## src/rtl/rst_sequencer.sv

```systemverilog
// rst_sequencer: turns a raw asynchronous board reset into a set of
// synchronous, sequentially released reset outputs. Assertion is immediate
// (async set), release is synchronised to clk and staggered by HOLD_CYCLES.
// A software request accepted in DONE replays the release sequence.
module rst_sequencer #(
   parameter int SYNC_STAGES = 2,
   parameter int NUM_OUTS    = 3,
   parameter int HOLD_CYCLES = 4,
   parameter int SW_MIN      = 8
) (
   input  logic                clk,
   input  logic                async_rst,
   input  logic                sw_rst_req,
   output logic [NUM_OUTS-1:0] rst_out,
   output logic                rst_done,
   output logic                busy,
   output logic [1:0]          rst_cause
);

   localparam int MAX_CNT = (HOLD_CYCLES > SW_MIN) ? HOLD_CYCLES : SW_MIN;
   localparam int CW      = $clog2(MAX_CNT) + 1;
   localparam int IW      = $clog2(NUM_OUTS) + 1;

   localparam logic [1:0] CAUSE_ASYNC = 2'b01;
   localparam logic [1:0] CAUSE_SW    = 2'b10;

   if (SYNC_STAGES < 2 || SYNC_STAGES > 4) begin : g_bad_sync
      $error("rst_sequencer: SYNC_STAGES must be in 2..4");
   end
   if (NUM_OUTS < 1 || NUM_OUTS > 8) begin : g_bad_outs
      $error("rst_sequencer: NUM_OUTS must be in 1..8");
   end
   if (HOLD_CYCLES < 1) begin : g_bad_hold
      $error("rst_sequencer: HOLD_CYCLES must be at least 1");
   end
   if (SW_MIN < 1) begin : g_bad_swmin
      $error("rst_sequencer: SW_MIN must be at least 1");
   end

   typedef enum logic [1:0] {
      S_RESET,
      S_SW_HOLD,
      S_RELEASE,
      S_DONE
   } state_t;

   logic [SYNC_STAGES-1:0] r_sync;
   logic                   w_rst_sync;
   state_t                 r_state;
   state_t                 w_state_nxt;
   logic [CW-1:0]          r_cnt;
   logic [CW-1:0]          w_cnt_nxt;
   logic [IW-1:0]          r_idx;
   logic [IW-1:0]          w_idx_nxt;
   logic [NUM_OUTS-1:0]    r_rst_out;
   logic [NUM_OUTS-1:0]    w_rst_out_nxt;
   logic [NUM_OUTS-1:0]    w_idx_mask;
   logic                   r_rst_done;
   logic                   r_busy;
   logic [1:0]             r_cause;
   logic [1:0]             w_cause_nxt;

   assign w_rst_sync = r_sync[SYNC_STAGES-1];

   // Deassertion synchroniser: async set to all ones, shifts zeros in once reset drops.
   always_ff @(posedge clk or posedge async_rst) begin
      if (async_rst) begin
         r_sync <= '1;
      end else begin
         r_sync <= {r_sync[SYNC_STAGES-2:0], 1'b0};
      end
   end

   // One-hot mask selecting the output bit due for release.
   always_comb begin
      w_idx_mask = '0;
      for (int i = 0; i < NUM_OUTS; i++) begin
         if (r_idx == IW'(i)) begin
            w_idx_mask[i] = 1'b1;
         end
      end
   end

   // Next-state logic. RESET leaves on the same edge the synchroniser output
   // falls (the stage feeding it is already low), so bit 0 releases exactly
   // HOLD_CYCLES edges after rst_sync goes low.
   always_comb begin
      w_state_nxt   = r_state;
      w_cnt_nxt     = r_cnt;
      w_idx_nxt     = r_idx;
      w_rst_out_nxt = r_rst_out;
      w_cause_nxt   = r_cause;
      case (r_state)
         S_RESET: begin
            if (!r_sync[SYNC_STAGES-2]) begin
               w_state_nxt = S_RELEASE;
               w_cnt_nxt   = '0;
               w_idx_nxt   = '0;
            end
         end
         S_SW_HOLD: begin
            if (r_cnt == CW'(SW_MIN - 1)) begin
               w_state_nxt = S_RELEASE;
               w_cnt_nxt   = '0;
            end else begin
               w_cnt_nxt = r_cnt + CW'(1);
            end
         end
         S_RELEASE: begin
            if (r_cnt == CW'(HOLD_CYCLES - 1)) begin
               w_cnt_nxt     = '0;
               w_rst_out_nxt = r_rst_out & ~w_idx_mask;
               if (r_idx == IW'(NUM_OUTS - 1)) begin
                  w_state_nxt = S_DONE;
               end else begin
                  w_idx_nxt = r_idx + IW'(1);
               end
            end else begin
               w_cnt_nxt = r_cnt + CW'(1);
            end
         end
         S_DONE: begin
            if (sw_rst_req) begin
               w_state_nxt   = S_SW_HOLD;
               w_cnt_nxt     = '0;
               w_idx_nxt     = '0;
               w_rst_out_nxt = '1;
               w_cause_nxt   = CAUSE_SW;
            end
         end
         default: begin
            w_state_nxt   = S_RESET;
            w_cnt_nxt     = '0;
            w_idx_nxt     = '0;
            w_rst_out_nxt = '1;
         end
      endcase
      // A synchroniser still reporting reset outside RESET means corrupted
      // state; fall back to a full reset rather than releasing anything.
      if (w_rst_sync && r_state != S_RESET) begin
         w_state_nxt   = S_RESET;
         w_cnt_nxt     = '0;
         w_idx_nxt     = '0;
         w_rst_out_nxt = '1;
      end
   end

   // State and registered outputs; async_rst forces the full reset condition.
   always_ff @(posedge clk or posedge async_rst) begin
      if (async_rst) begin
         r_state    <= S_RESET;
         r_cnt      <= '0;
         r_idx      <= '0;
         r_rst_out  <= '1;
         r_rst_done <= 1'b0;
         r_busy     <= 1'b1;
         r_cause    <= CAUSE_ASYNC;
      end else begin
         r_state    <= w_state_nxt;
         r_cnt      <= w_cnt_nxt;
         r_idx      <= w_idx_nxt;
         r_rst_out  <= w_rst_out_nxt;
         r_rst_done <= (w_state_nxt == S_DONE);
         r_busy     <= (w_state_nxt != S_DONE);
         r_cause    <= w_cause_nxt;
      end
   end

   assign rst_out   = r_rst_out;
   assign rst_done  = r_rst_done;
   assign busy      = r_busy;
   assign rst_cause = r_cause;

endmodule

```

## config.mk

```make
export PLATFORM = sky130hd
export DESIGN_NAME = rst_sequencer
export DESIGN_NICKNAME = d
export VERILOG_FILES = /design/src/rtl/rst_sequencer.sv
export SDC_FILE = /design/constraint.sdc
export NUM_CORES = 1
export LEC_CHECK = 0
export BUFFER_PORTS_ARGS = -buffer_cell sky130_fd_sc_hd__buf_2
export CAP_MARGIN = 20
export CORE_MARGIN = 2
export CORE_UTILIZATION = 30
export CTS_CLUSTER_DIAMETER = 40
export DETAILED_ROUTE_END_ITERATION = 16
export HOLD_SLACK_MARGIN = 0.06
export PLACE_DENSITY = 0.45
export SLEW_MARGIN = 20
export SYNTH_ARGS = -nofsm -noshare
export SYNTH_HDL_FRONTEND = slang
export SYNTH_SLANG_ARGS = --single-unit
```

## constraint.sdc

```tcl
create_clock -name clk -period 2.05 [get_ports clk]
set_input_delay 0.3075 -clock clk [delete_from_list [all_inputs] [get_ports clk]]
set_output_delay 0.3075 -clock clk [all_outputs]
set_load 0.1 [all_outputs]
```

Word level (Yosys, flattened, before mapping). Cells that the tools add are included.

Bitwise gates (word level): 2. Multiply operators: 0. Add/sub/neg operators: 2. Mux-type cells: 26. Eq/ne operators: 13. Divide/modulo/power cells: 0. Reductions and logical operators: 10. Magnitude comparators: 0. Shift operators: 0.

Operators with widths (count): $mux 3 (8); $mux 4 (5); $pmux 4 s4 (1); $mux 2 (6); $ne 3x3->1 const B (4); $pmux 3 s3 (1); $pmux 2 s4 (1); $eq 2x2->1 const B (3); $pmux 3 s2 (1); $reduce_and 5->1 (1); $add 4x1->4 const B (1); $eq 4x2->1 const B (1); $eq 4x3->1 const B (1); $reduce_and 2->1 (2); $reduce_bool 4->1 (1); $add 3x1->3 const B (1); $and 3x3->3 (1); $eq 3x1->1 const B (1); $eq 3x2->1 const B (1); $logic_not 3->1 (1); $mux 1 (3); $not 3->3 (1); $reduce_and 3->1 (1); $reduce_bool 3->1 (1); other kinds (5) (5).

Bits in registers: 18. Input bits: 3. Bits in read-only memories: 0. Logic and storage cells: 61. Output and inout port bits: 7. Memories: 0. Memory bits (writable): 0. Latch bits: 0.

Longest topological paths before layout. Gate-level depths: netlist of the first run.

Depth after elaboration: 7. Mapped depth: 7. Depth with buffers taken out: 6.

Worst setup path before layout of the first run. No wires, ideal clock.

Kind: reg2reg. From: reg r_state[0]. To: reg r_idx[1]. Arrival time: 1.739 ns. Stages on the path, launching flop included: 6. Library setup time: 0.095 ns. Data required time: 1.955 ns. Path buffers: 0. Setup slack: 0.216 ns. Clock period less this slack: 1.834 ns. Cell sequence: dfrtp_1 -> ha_1 -> nor2b_4 -> o21a_4 -> or4_4 -> o32ai_2.

Longest elaborated chain between the ends: 4. Elaborated cells between the ends (all ways): 13. Those cells by class: 6 x eq/ne; 2 x mux; 5 x reduce/logical.

Ends and longest elaborated chain: start, declared (line 49) `state_t r_state;`; start signal, assigned (line 159) `r_state <= w_state_nxt;`; $reduce_bool 2->1 (line 140) `if (w_rst_sync && r_state != S_RESET) begin`; $logic_and 1x1->1 (line 140); $ne 3x3->1 (no source line) or $reduce_bool 4->1 (tied branches); $reduce_and 5->1 (no source line); end signal, assigned (line 161) `r_idx <= w_idx_nxt;`; end, declared (line 53) `logic [IW-1:0] r_idx;`.

Parallel ways exist; a longest one is shown, timed or not. A chain may end at the register's enable or synchronous reset.

Final worst setup path of the first run. Same ends and word-level chain as after synthesis.

==> results of run 1 <==
==> sequential cells by signal (all words and copies together), names as in the netlist <==
register / flops
busy: 1
r_cnt: 4
r_idx: 3
r_state: 2
r_sync: 2
rst_cause: 2
rst_done: 1
rst_out: 3
==> critical path, stage by stage (launching register included) <==
cell	delay [ns]
dfrtp_1	0.45
inv_1	0.09
ha_1	0.27
or3_1	0.41
a21oi_1	0.29
or4_4	0.22
o32ai_2	0.08
==> per-layer routing <==
metal	GRT usage	up-vias
met5	0	-
met4	0.0479	0
met3	0.0156	5
met2	0.215	8
met1	0.170	410
li1	-	418
==> power by group through the flow <==
stage          Combinational, W  Sequential [W]  Clock, W
2_1_floorplan          0.000365        0.000612         0
3_3_place_gp           0.000654        0.000460         0
3_5_place_dp           0.000653        0.000464         0
4_1_cts                0.000656        0.000459  0.000312
5_1_grt                0.000729        0.000467  0.000325
6_report               0.000657        0.000459  0.000301
==> area by class of cell <==
type | instances | area (um2)
sequential | 18 | 459
multi-input combinational | 74 | 592
timing repair buffer | 15 | 90.1
fill | 363 | 2300
inverter | 12 | 45.0
tap | 48 | 60.1
clock buffer | 4 | 55.1
==> through the flow <==
step | setup WS, ns | total power (W) | cells | hold WS, ns
finish | 0.120 | 0.00142 | 171 | 0.150
global route | 0.00429 | 0.00152 | 171 | 0.219
CTS | 0.0669 | 0.00143 | 171 | 0.181
detailed placement | 0.0830 | 0.00112 | 167 | 0.404
global placement | 0.110 | 0.00111 | 167 | 0.404
floorplan | 0.216 | 0.000977 | 105 | 0.241
==> synth_stat cells (2+ instances only) <==
library cell / number
a21oi_1: 4
a22o_1: 3
and3_1: 4
dfrtp_1: 11
dfstp_2: 7
ha_1: 9
inv_1: 12
nand2_1: 2
nand2b_1: 4
nor2_1: 6
nor2b_1: 3
nor3_1: 3
nor3b_1: 2
o21ai_0: 6
o221ai_1: 2
o31ai_1: 2
==> logic make-up after synthesis <==
kind of cell             synth area share
AO/OA/AOI/OAI                       0.218
adder cells (fa/ha/maj)             0.102
flip-flops                          0.417
other                             0.00340
multiplexers                       0.0102
AND/OR/NAND/NOR                     0.199
buffers and inverters              0.0511
==> final timing paths <==
check                                 from  cells after the start        end
worst max-delay path            r_state[0]                      6   r_idx[1]
worst min-delay path             async_rst                      2   r_idx[1]
worst max register to register  r_state[0]                      6   r_idx[1]
worst min register to register   r_sync[0]                      0  r_sync[1]
max in group asynchronous        async_rst                      2   rst_done
min in group clk                 r_sync[0]                      0  r_sync[1]
==> results list, run 1 <==
- The run finished with clean final reports.
* Clock insertion delay at the later pin of the skew report: 0.26 ns
- Across every metal layer, demand over resource in global routing totals 0.129.
- The number of global-route vias before repair is 887.
- Clock-pin slew was measured on the worst setup and hold paths at 0.07 ns.
* Endpoints failing setup: 0
* YS warnings: 0
- Worst slew margin relative to its limit: 0.527
- H-tree level count: 1
* Post-CTS Resized: 0
* Element type at the critical path end: flip-flop
- Of the total power, the clock network draws 0.212.
- Cell area after placement: 1240 um2
- Time the final worst path needs with I/O delays and setup: 1.93 ns
- At the end of the flow, the number of nets in the layout was 136.
- Arrival time at the worst endpoint: 2.07 ns
- Dividing the final minimum period by the clock period gives 0.942.
- Signal routing reaches up to met4.
- Met1 Routed Length: 1100 um
* Number of diodes added for antenna fixing: 0
* Post-route DRC: 0
* Dominant synthesized flop cell: dfrtp_1
* Maximum clock path buffer count: 2
- Io pins: 10
* Routed WL per cell: 13.4 um
- Required time at the endpoint of the critical path: 2.19 ns
- Area of all placed cells without fillers: 1300 um2
- After synthesis, the mean cell area works out to 10.5 um2.
- The floorplan step set the die height to 64.6 um.
- Cell Area, Synth: 1100 um2
- Actual slew at the worst max-slew pin: 0.708 ns
- Counting flops and latches in the post-synthesis netlist gives 18.
* Nets in the synthesized netlist: 117
- In this run the horizontal extent of the chip is 64.6 um.
- Lkg Pwr: 0.575 nW
- Entering global routing, the biggest net connects 19 pins.
- The share of the Yosys chip area taken by registers is 0.417.
- Of the total power, the share spent switching nets is 0.412.
- Setup total negative slack: 0 ns
- Cts-stage hold buffer count: 0
- The core region is 3610 um2.
- For this block, the via count after detailed routing is 841.
- Seq pwr share: 0.324
* Commonest cells after routing, fill and taps aside: inv_1, dfrtp_1, buf_2
* TritonCTS clock tree: yes
- Number of antenna violations at the first check in global routing: 0
- In this run the power density over the cells is 1090 nW/um2.
* Vias/cell: 4.92
- Cell at the root of the clock tree: clkbuf_8
- The final number of hold-violating endpoints is 0.
- Of all flip-flops after synthesis, the portion carrying an async set or reset was 1.00.
- The initial utilization of the core area, before any placement, comes to 0.306.
- At the end of routability-driven placement, the weighted congestion stood at 0.732.
* Switching power: 0.000584 W
* Share of layout cells above drive strength 1: 0.309
- Summed over all nets, the half-perimeter wirelength after detailed placement is 1760 um.
* Iter 0 DRT Violations: 26
- In this run the core area contains 22 standard-cell rows.
* Gate power share: 0.464
- MaxCap Viol Count: 0
- Across the VDD grid, the largest voltage drop is 0.463 mV.
* CTS Buf Count: 3
* F_max: 518 MHz
* Number of instances in the synthesized netlist: 105
- Detailed-route wire length: 2280 um
* Worst min-delay path class: in2async
* Wire length of the first global-routing pass: 4110 um
* Leading cell type in the layout, fill and taps excluded: inv_1
* Clk_skew: 0.00373 ns
* Internal power summed over all cells: 0.000833 W
- Count of buffers inserted at the top-level ports: 9
* Wire length on met2: 1110 um
* Met3 layer wire length in the routed design: 40 um
- In this run the worst path has a maximum fanout of 6.
* Slack of the worst reg-to-reg path: 0.12 ns
- Residual overflow from global routing: 0
- The share of synthesized area in the top cell type comes to 0.250.
- EDFF count, synth: 0
- Setup repair after global routing left no endpoint under its margin.
- Library cells used by synthesis: 41
- Post-CTS timing repair inserted 0 buffers for setup.
- Startpoint type of the worst setup path: flip-flop
- Of all cell types, the one taking the most synthesized area is dfrtp_1.
- From synthesis to final layout, the design area changed by 18.0%.
* Clock sink total: 18
* Core Util, Final: 0.361
- After synthesis, the cell types taking the most area are dfrtp_1, dfstp_2, ha_1.
- Post-route antenna net violation count: 0
- Die Footprint: 4180 um2
- The first TritonRoute pass finished after 4 iterations.
- Count of pins over their slew limit: 0
* Kind of critical path: reg2reg
(Power assumes the default switching activity.)
==> inputs of run 2 (changes only) <==
Settings changed: ABC_AREA set to 1, CTS_BUF_LIST set to sky130_fd_sc_hd__clkbuf_16.
==> run 2 against run 1 <==
  * Register-to-register slack better by 0.35 ns
  * Design area is 0.48% lower
  * Clock skew is 0.00062 ns higher
  * Non-clock buffer count is 6 lower
  * Via count is 2.5% higher
  * Die area is 0.74% higher
  * Global-route usage is 1.7 points lower
  * Critical path depth is 4 higher
  * Clock power is 32% higher
  * Power is 18% higher
  * Synthesized cell count is 32% higher
  * Combinational power is 18% higher
  * Critical endpoint is now r_idx[2]
  * Highest routed layer unchanged
==> results list, run 2 <==
* Result of the run: finished clean
- H-tree level count: 1 (unchanged)
- Core box area: 3610 um2 (unchanged)
* Largest fanout on the critical path: 6 (unchanged)
- The fraction of power consumed by the clock network was 0.237 (+0.025).
- Number of setup buffers added after CTS: 0 (unchanged)
- The number of vias after detailed routing was 862 (+2.5%).
- By count the netlist is led by nand2_1, inv_1, dfrtp_1.
- Post-Place Worst Slack: 0.477 ns (+0.393 ns)
- The final critical-path setup slack came to 0.472 ns (+0.352 ns).
- Count of TritonRoute iterations in the first routing pass: 4 (unchanged)
* Leading cell type in the layout, fill and taps excluded: nand2_1
- The starting utilization of the core area came to 0.308 (+0.00243).
- The number of enable flip-flop cells after synthesis is 0 (unchanged).
* Clock transition at the registers of the reported paths: 0.05 ns (-0.02 ns)
- Walking the worst path, the cells encountered are inv_1, ha_1, inv_2, nand2_2, nand2_4, nand2_4, a21oi_2, nand2_2, nand2_1, o21ai_1.
- Clock insertion delay at the later pin of the skew report: 0.25 ns (about the same)
- Clk_skew: 0.00435 ns (+0.000622 ns)
- The part of the Yosys area used for sequential elements is 0.413 (-0.00328).
* Nets in the synthesized netlist: 151 (+29%)
- Share of layout cells above drive strength 1: 0.230 (-0.0787)
* Number of antenna violations at the first check in global routing: 0 (unchanged)
- Ranked by flip-flop count, first place goes to r_cnt.
* Switching power: 0.000754 W (+29%)
* Startpoint type of the worst setup path: flip-flop
- Kind of critical path: reg2reg
* Commonest cells after routing, fill and taps aside: nand2_1, inv_1, dfrtp_1
* CTS Buf Count: 3 (unchanged)
* RSZ-0062 raised after global routing: false
- Among all flip-flop cells after synthesis, the most frequent one is dfrtp_1.
- Max reg flops: 4 (unchanged)
* Cell area after placement: 1220 um2 (-2.0%)
* Cell at the root of the clock tree: clkbuf_16
* Number of diodes added for antenna fixing: 0 (unchanged)
- The maximum buffer depth of the clock tree was 2 (unchanged).
* Final weighted congestion in routability-driven placement: 0.781 (+6.8%)
- Post-CTS Resized: 0 (unchanged)
- Die Footprint: 4210 um2 (+0.74%)
* Io pins: 10 (unchanged)
* GRT Overall Usage: 0.112 (-0.0167)
- The HPWL after detailed placement is 1670 um (-5.1%).
- Number of fill cells: 378 (+4.1%)
- The warning count from the yosys run came to 0 (unchanged).
* Arrival time at the worst endpoint: 1.72 ns (-0.35 ns)
- The headroom to the max-slew limit is 0.543 (+0.0163).
- The worst setup path is captured at a flip-flop.
- The worst ir drop on vdd is 0.412 mV (-11%).
- The total global routing overflow is 0 (unchanged).
- Iter 0 DRT Violations: 23 (-12%)
* MaxCap Viol Count: 0 (unchanged)
- Routed WL per cell: 10.4 um (-22%)
* Count of pins over their slew limit: 0 (unchanged)
- The worst register-to-register path begins at r_state[0].
- The unique cell type count in the Yosys netlist came to 23 (-44%).
* Height of the chip: 64.9 um (+0.37%)
- #FFs+latches synth: 18 (unchanged)
* Detailed-route wire length: 2090 um (-8.6%)
- Top cells by area, synth: dfrtp_1, dfstp_2, nand2_1
* Cell Area, Synth: 1110 um2 (+0.79%)
* Actual slew at the worst max-slew pin: 0.684 ns (-0.0244 ns)
- F_max: 634 MHz (+22%)
* Worst min-delay path class: in2async
- Fraction of synthesized cell area taken by the top area cell type: 0.248 (-0.00197)
- The number of global-route vias before repair came to 835 (-5.9%).
* Required time at the endpoint of the critical path: 2.19 ns (about the same)
- Among all stages on the critical path, the largest delay is contributed by dfrtp_1.
- The internal power summed over all cells came to 0.000918 W (+10%).
- Seq pwr share: 0.299 (-0.025)
- In this run the worst setup path begins at r_state[0].
* Final #Nets: 165 (+21%)
- The post-synthesis average cell area is 7.99 um2 (-24%).
- The total of hold buffers inserted after clock tree synthesis is 0 (unchanged).
* Cell type with the highest aggregate area in the netlist: dfrtp_1
* Power density cells: 1290 nW/um2 (+19%)
* Vias/cell: 4.31 (-12%)
- The total negative slack for setup checks was 0 ns (unchanged).
* Wire length of the first global-routing pass: 3590 um (-13%)
* Largest net degree at the start of global routing: 19 (unchanged)
- The leakage component of the power is 0.676 nW (+18%).
- Net switching fraction of the power: 0.451 (+0.0387)
- Number of endpoints with negative hold slack in the final report: 0 (unchanged)
- From synthesis to final layout, the design area changed by 16.6%.
* Asr flop ratio synth: 1.00 (unchanged)
- Die Width: 64.9 um (+0.37%)
* Footprint of the multi-input gates: 562 um2 (-5.1%)
* Sequential standard cell area: 459 um2 (unchanged)
- The total chip power is 0.00167 W (+18%).
* Period utilisation layout: 0.770 (-0.172)
- The portion of total power attributed to combinational logic was 0.464 (about the same).
- The time the final worst path needs with I/O delays and setup was 1.58 ns (-0.352 ns).
- The final antenna-violating net count is 0 (unchanged).
* Cell with the most instances after synthesis: nand2_1
- Post-route DRC: 0 (unchanged)
- The quantity of I/O buffers inserted on ports is 9 (unchanged).
- Clock sink total: 18 (unchanged)
- Site Rows: 22 (unchanged)
* Number of instances in the synthesized netlist: 139 (+32%)
* Area of all placed cells without fillers: 1290 um2 (-0.48%)
* Crit path largest cell delay: 0.39 ns (-0.06 ns)
* Endpoints failing setup: 0 (unchanged)
* TritonCTS clock tree: yes
-- run 2: worst paths after layout --
path | end | slack (ns) | cells past startpoint
worst max-delay path | r_idx[2] | 0.47 | 10
worst min-delay path | rst_cause[1] | 0.16 | 2
worst max register to register | r_idx[2] | 0.47 | 10
worst min register to register | r_sync[1] | 0.37 | 0
max in group asynchronous | r_state[0] | 1.46 | 2
min in group clk | r_sync[1] | 0.37 | 0
-- run 2: per-stage QoR --
step	hold WS, ns	utilization	std cells
global route	0.244	0.359	200
detailed placement	0.363	0.337	196
CTS	0.197	0.359	200
floorplan	0.241	-	139
finish	0.155	0.359	200
global placement	0.363	0.337	196
-- run 2: cell families after synthesis --
group | after synthesis | synth area share
xor+xnor | 1 | 0.00788
simple gates | 65 | 0.288
buf+inv | 24 | 0.0811
other cells | 1 | 0.00338
fa+ha+maj | 9 | 0.101
compound gates | 21 | 0.105
flops | 18 | 0.413
-- run 2: area by class of cell --
class	count	area share
Tap cell	48	0.0464
Timing Repair Buffer	9	0.0348
Sequential cell	18	0.355
Multi-Input combinational cell	97	0.434
Clock inverter	1	0.00290
Clock buffer	3	0.0580
Inverter	24	0.0696
-- run 2: power groups by stage --
| stage | sequential (W) | combinational [W] | clock [W] |
|---|---|---|---|
| floorplan | 0.000694 | 0.000468 | 0 |
| global placement | 0.000501 | 0.000779 | 0 |
| detailed placement | 0.000506 | 0.000781 | 0 |
| CTS | 0.000500 | 0.000784 | 0.000408 |
| global route | 0.000510 | 0.000882 | 0.000418 |
| finish | 0.000499 | 0.000776 | 0.000397 |
-- run 2: worst max-delay path: cells and delay by family, from the launching register on --
family / cells / cell delay, ns
and+or+nand+nor: 5 / 0.43
AOI/OAI and AO/OA: 2 / 0.16
DFF: 1 / 0.39
buffers and inverters: 2 / 0.21
adders and majority gates: 1 / 0.27
-- run 2: per-layer routing --
metal,GRT usage,wire [um]
met5,0,0
met2,0.192,995
met3,0.0156,46
met4,0.0479,42
met1,0.139,1000
